===== src/rtl/imem_loader.sv =====
// Boot/reload controller: receives a length-prefixed little-endian program over a
// byte stream, writes it into instruction RAM and holds the core in reset meanwhile.
module imem_loader #(
    parameter int ADDR_W  = 12,
    parameter int DEPTH   = 4096,
    parameter int TIMEOUT = 1_000_000
) (
    input  logic              clk,
    input  logic              rst_n,
    input  logic [7:0]        rx_data,
    input  logic              rx_valid,
    input  logic              load_req,
    output logic              imem_we,
    output logic [ADDR_W-1:0] imem_addr,
    output logic [31:0]       imem_wdata,
    output logic              cpu_rst_n,
    output logic              busy,
    output logic              error
);

    localparam int IDLE_W = $clog2(TIMEOUT + 1);
    localparam logic [ADDR_W:0]   REM_ONE   = 1;
    localparam logic [IDLE_W-1:0] IDLE_LAST = IDLE_W'(TIMEOUT - 1);

    typedef enum logic [2:0] {
        S_CNT_LO,
        S_CNT_HI,
        S_LOAD,
        S_RUN,
        S_ERR
    } state_t;

    state_t              r_state;
    logic [7:0]          r_cnt_lo;
    logic [ADDR_W:0]     r_remaining;
    logic [1:0]          r_byte_idx;
    logic [ADDR_W-1:0]   r_word_addr;
    logic [23:0]         r_asm;
    logic [IDLE_W-1:0]   r_idle;
    logic                r_we;
    logic [ADDR_W-1:0]   r_addr;
    logic [31:0]         r_wdata;
    logic                r_cpu_rst_n;
    logic                r_busy;
    logic                r_error;

    logic [15:0]         w_count;
    logic [31:0]         w_word;
    logic                w_too_big;
    logic                w_timeout;

    assign w_count   = {rx_data, r_cnt_lo};
    assign w_word    = {rx_data, r_asm};
    assign w_too_big = ({16'd0, w_count} > 32'(DEPTH));
    // The idle cycle that would bring the count to TIMEOUT is the one that trips.
    assign w_timeout = !rx_valid && (r_idle == IDLE_LAST);

    always_ff @(posedge clk) begin
        if (!rst_n) begin
            r_state     <= S_CNT_LO;
            r_cnt_lo    <= '0;
            r_remaining <= '0;
            r_byte_idx  <= '0;
            r_word_addr <= '0;
            r_asm       <= '0;
            r_idle      <= '0;
            r_we        <= 1'b0;
            r_addr      <= '0;
            r_wdata     <= '0;
            r_cpu_rst_n <= 1'b0;
            r_busy      <= 1'b1;
            r_error     <= 1'b0;
        end else begin
            r_we <= 1'b0;
            case (r_state)
                S_CNT_LO: begin
                    if (rx_valid) begin
                        r_cnt_lo <= rx_data;
                        r_idle   <= '0;
                        r_state  <= S_CNT_HI;
                    end
                end
                S_CNT_HI: begin
                    if (rx_valid) begin
                        if (w_count == '0) begin
                            r_state     <= S_RUN;
                            r_cpu_rst_n <= 1'b1;
                            r_busy      <= 1'b0;
                        end else if (w_too_big) begin
                            r_state <= S_ERR;
                            r_error <= 1'b1;
                            r_busy  <= 1'b0;
                        end else begin
                            r_state     <= S_LOAD;
                            r_remaining <= w_count[ADDR_W:0];
                            r_word_addr <= '0;
                            r_byte_idx  <= '0;
                            r_idle      <= '0;
                        end
                    end else if (w_timeout) begin
                        r_state <= S_ERR;
                        r_error <= 1'b1;
                        r_busy  <= 1'b0;
                    end else begin
                        r_idle <= r_idle + 1'b1;
                    end
                end
                S_LOAD: begin
                    if (rx_valid) begin
                        r_idle     <= '0;
                        r_byte_idx <= r_byte_idx + 2'd1;
                        r_asm      <= {rx_data, r_asm[23:8]};
                        if (r_byte_idx == 2'd3) begin
                            r_we        <= 1'b1;
                            r_addr      <= r_word_addr;
                            r_wdata     <= w_word;
                            r_word_addr <= r_word_addr + 1'b1;
                            r_remaining <= r_remaining - 1'b1;
                            // Release waits one cycle in RUN so the core sees the final write.
                            if (r_remaining == REM_ONE) begin
                                r_state <= S_RUN;
                            end
                        end
                    end else if (w_timeout) begin
                        r_state <= S_ERR;
                        r_error <= 1'b1;
                        r_busy  <= 1'b0;
                    end else begin
                        r_idle <= r_idle + 1'b1;
                    end
                end
                S_RUN: begin
                    if (load_req) begin
                        r_state     <= S_CNT_LO;
                        r_cpu_rst_n <= 1'b0;
                        r_busy      <= 1'b1;
                    end else begin
                        r_cpu_rst_n <= 1'b1;
                        r_busy      <= 1'b0;
                    end
                end
                S_ERR: begin
                    if (load_req) begin
                        r_state <= S_CNT_LO;
                        r_error <= 1'b0;
                        r_busy  <= 1'b1;
                    end
                end
                default: begin
                    r_state <= S_CNT_LO;
                end
            endcase
        end
    end

    assign imem_we    = r_we;
    assign imem_addr  = r_addr;
    assign imem_wdata = r_wdata;
    assign cpu_rst_n  = r_cpu_rst_n;
    assign busy       = r_busy;
    assign error      = r_error;

endmodule


===== config.mk =====
export PLATFORM = sky130hd
export DESIGN_NAME = imem_loader
export DESIGN_NICKNAME = d
export VERILOG_FILES = /design/src/rtl/imem_loader.sv
export SDC_FILE = /design/constraint.sdc
export NUM_CORES = 1
export LEC_CHECK = 0
export ABC_AREA = 1
export CAP_MARGIN = 0
export CORE_MARGIN = 5
export CORE_UTILIZATION = 45
export CTS_CLUSTER_SIZE = 14
export DETAILED_ROUTE_END_ITERATION = 6
export GPL_TIMING_DRIVEN = 0
export PLACE_DENSITY = 0.75
export SLEW_MARGIN = 10
export SYNTH_ARGS = -nofsm -noshare
export SYNTH_HDL_FRONTEND = slang
export SYNTH_SLANG_ARGS = --single-unit
export TNS_END_PERCENT = 1

===== constraint.sdc =====
create_clock -name clk -period 3.85 [get_ports clk]
set_input_delay 0.5775 -clock clk [delete_from_list [all_inputs] [get_ports clk]]
set_output_delay 0.5775 -clock clk [all_outputs]
set_load 0.01 [all_outputs]

==> metrics <==
Post-CTS Resized 0; Max Slew Vio Count 0; number of synthesized flops with an enable pin 0; Static Leakage around 0.003 uW; Die W 128 microns; Clock Latency Late Sink about 0.43 ns; min cycle time layout 2.44 ns; Wirelength per Cell roughly 15 microns; outcome complete, no violations; # placed instances 1140; Congestion Overflow GR 0; critical path arrival 2.73 ns; post-placement cell area 0.00706 sq mm; synth warn 0; critical path class primary input to flop; post-detail-place hpwl 12300 microns; CP max-delay cell clkdlybuf4s50_1; initial antenna violation count 0; Antenna diodes 0; detailed-route via count approximately 6100; startpoint types primary input; largest net degree at the start of global routing 17; Worst VDD drop 0.396 mV; drt via density around 5.2; period utilisation layout 63.3%; register area share after synthesis roughly two fifths; I/O pin total 60; CTS clk-pin slew, worst paths 0.06 ns; DRT antenna net count 0; Synth Area per Inst 6.93 sq um; GRT Util Overall 21.9%; layout cells sized above 1 under 10%; RD Place Congestion 0.925; unrepaired setup endpoints after global routing false; post-synth top area cell dfxtp_1; die area 0.0163 sq mm; slowest cell delay on critical path around 0.65 ns; main flop type after synthesis dfxtp_1; Setup Total Neg Slack 0 ns; Final Routed Wirelength about 17000 microns; mapped cell area 0.00624 sq mm; Sink Count 130; final setup fails 0; vias in the first global route 5780; First DRT Iteration DRCs 409; Core ar. approximately 0.014 sq mm; drt drc 0; htree depth 4; PD cells 467 mW/mm^2; Fin. Hold Viols 0; post-synth top area share 41.7%; clock buffer depth 2; Most common cell on crit path clkbuf_1; cts hold-fix bufs 0; top-count cell post-synth nand2_1; kind of end point of the critical path flop; post-route cell area 0.00766 sq mm; Worst-Margin Slew 0.835 ns; MaxCap Viol Count 0; Critical Path Fanout Max 10; synth unique cells 43; CP cell instances clkdlybuf4s50_1 > clkbuf_1 > nand3_1 > clkbuf_1 > o21ai_0 > a21oi_1; Port Buffers 59; Slew HR 44.4%; drt first pass iters 5; cell row count 43; root buf cell clkbuf_16; Mapped Cells around 900; Syn Nets about 920; Synth Register Bits 130; Max Clock Skew 0.0110 ns; first-pass GRT wire length 28800 microns; fin cells 1172; setup repair bufs after CTS 0; top post-synthesis cells by area dfxtp_1 (42%), nand2_1 (9.4%), nor2_1 (9.1%); Die Height 128 microns; fmax about 0.41 GHz; starting density of the core 45.5%; CTS tree done; final net count roughly 1000; Post-synth ARST share 0%; Layout area overhead 22.8%; most frequent cells after synthesis nand2_1 (157), nor2_1 (152), dfxtp_1 (130), o21ai_0 (110), a21oi_1 (82); Critical Path RT 4.15 ns; Hold WC Path Type flop to flop; number of CTS-inserted buffers 17
==> cell families (layout without fill, tap and decap cells) <==
group	count (synthesis)	count (layout)	share of synthesized area (%)
adder cells (fa/ha/maj)	5	5	1.00
buffers and inverters	120	211	8.12
AND/OR/NAND/NOR	418	418	28.9
AO/OA/AOI/OAI	214	214	18.3
flip-flops	130	130	41.7
XOR/XNOR	14	14	1.96
==> layout make-up <==
| cell class | count | area (sq um) |
|---|---|---|
| Buffer | 41 | 203 |
| Clock buffer | 18 | 439 |
| Clock inverter | 14 | 165 |
| Fill cell | 1290 | 6060 |
| Inverter | 79 | 304 |
| Multi-Input combinational cell | 651 | 3130 |
| Sequential cell | 130 | 2600 |
| Tap cell | 180 | 225 |
| Timing Repair Buffer | 59 | 591 |
==> per-layer routing <==
metal | wire length [microns] | track usage, %
met1 | 7740 | 27.9
met2 | 8060 | 35.6
met3 | 1260 | 6.54
met4 | 365 | 7.30
met5 | 0 | 0
==> flip-flops by register name, summed over array words and instances, names as in the netlist, 3 cells and up <==
register,flops
imem_addr,12
r_cnt_lo,8
r_state,3
r_word_addr,12
r_idle,20
r_remaining,13
imem_wdata,32
r_asm,24
==> path summary, 6_finish.rpt <==
check,start,end,slack (ns),depth (start not counted)
min,r_asm[9],imem_wdata[9],0.47,2
max,rx_valid,r_cnt_lo[2],1.41,6
max reg2reg,r_idle[0],r_idle[15],1.69,10
min reg2reg,r_asm[9],imem_wdata[9],0.47,2
==> critical path: cells and delay by family <==
kind | cells | cell delay, ns
AO/OA/AOI/OAI | 2 | 0.36
AND/OR/NAND/NOR | 1 | 0.34
buffers and inverters | 3 | 1.44
==> cell usage in the layout (no fill, tap or decap), types with 2 or more instances in the layout <==
| master | count |
|---|---|
| buf_6 | 3 |
| clkbuf_16 | 17 |
| nand2_1 | 157 |
| nor2_4 | 2 |
| dfxtp_1 | 130 |
| nor2_1 | 152 |
| inv_6 | 8 |
| or2_2 | 5 |
| a21oi_1 | 82 |
| inv_1 | 73 |
| nand2_2 | 12 |
| buf_2 | 9 |
| nand2_4 | 3 |
| xnor2_1 | 7 |
| clkinvlp_4 | 2 |
| nand4_1 | 14 |
| nand3_1 | 53 |
| clkinv_4 | 2 |
| a21oi_2 | 14 |
| clkdlybuf4s50_1 | 59 |
| ha_1 | 5 |
| bufinv_16 | 2 |
| clkbuf_1 | 25 |
| nand3b_1 | 3 |
| xor2_1 | 7 |
| o21ai_0 | 110 |
| inv_2 | 3 |
| buf_1 | 2 |
| nor3_1 | 10 |
==> where the power goes <==
part	internal, uW	switching, uW	leakage, uW
Clock	991	677	0.000291
Combinational	168	309	0.00166
Sequential	1390	46.9	0.00105
Total	2550	1030	0.00301
==> stage by stage <==
| step | util, % | setup WS [ns] | power (uW) | hold slack [ns] |
|---|---|---|---|---|
| after floorplan | - | 2.06 | 1800 | 0.434 |
| after global placement | 51.4 | 1.10 | 1920 | 0.453 |
| after detailed placement | 51.4 | 1.06 | 1930 | 0.461 |
| after CTS | 55.8 | 1.51 | 3590 | 0.467 |
| after global routing | 55.8 | 1.33 | 3720 | 0.483 |
| final | 55.8 | 1.41 | 3580 | 0.469 |
Power figures use the tool's default switching activity.
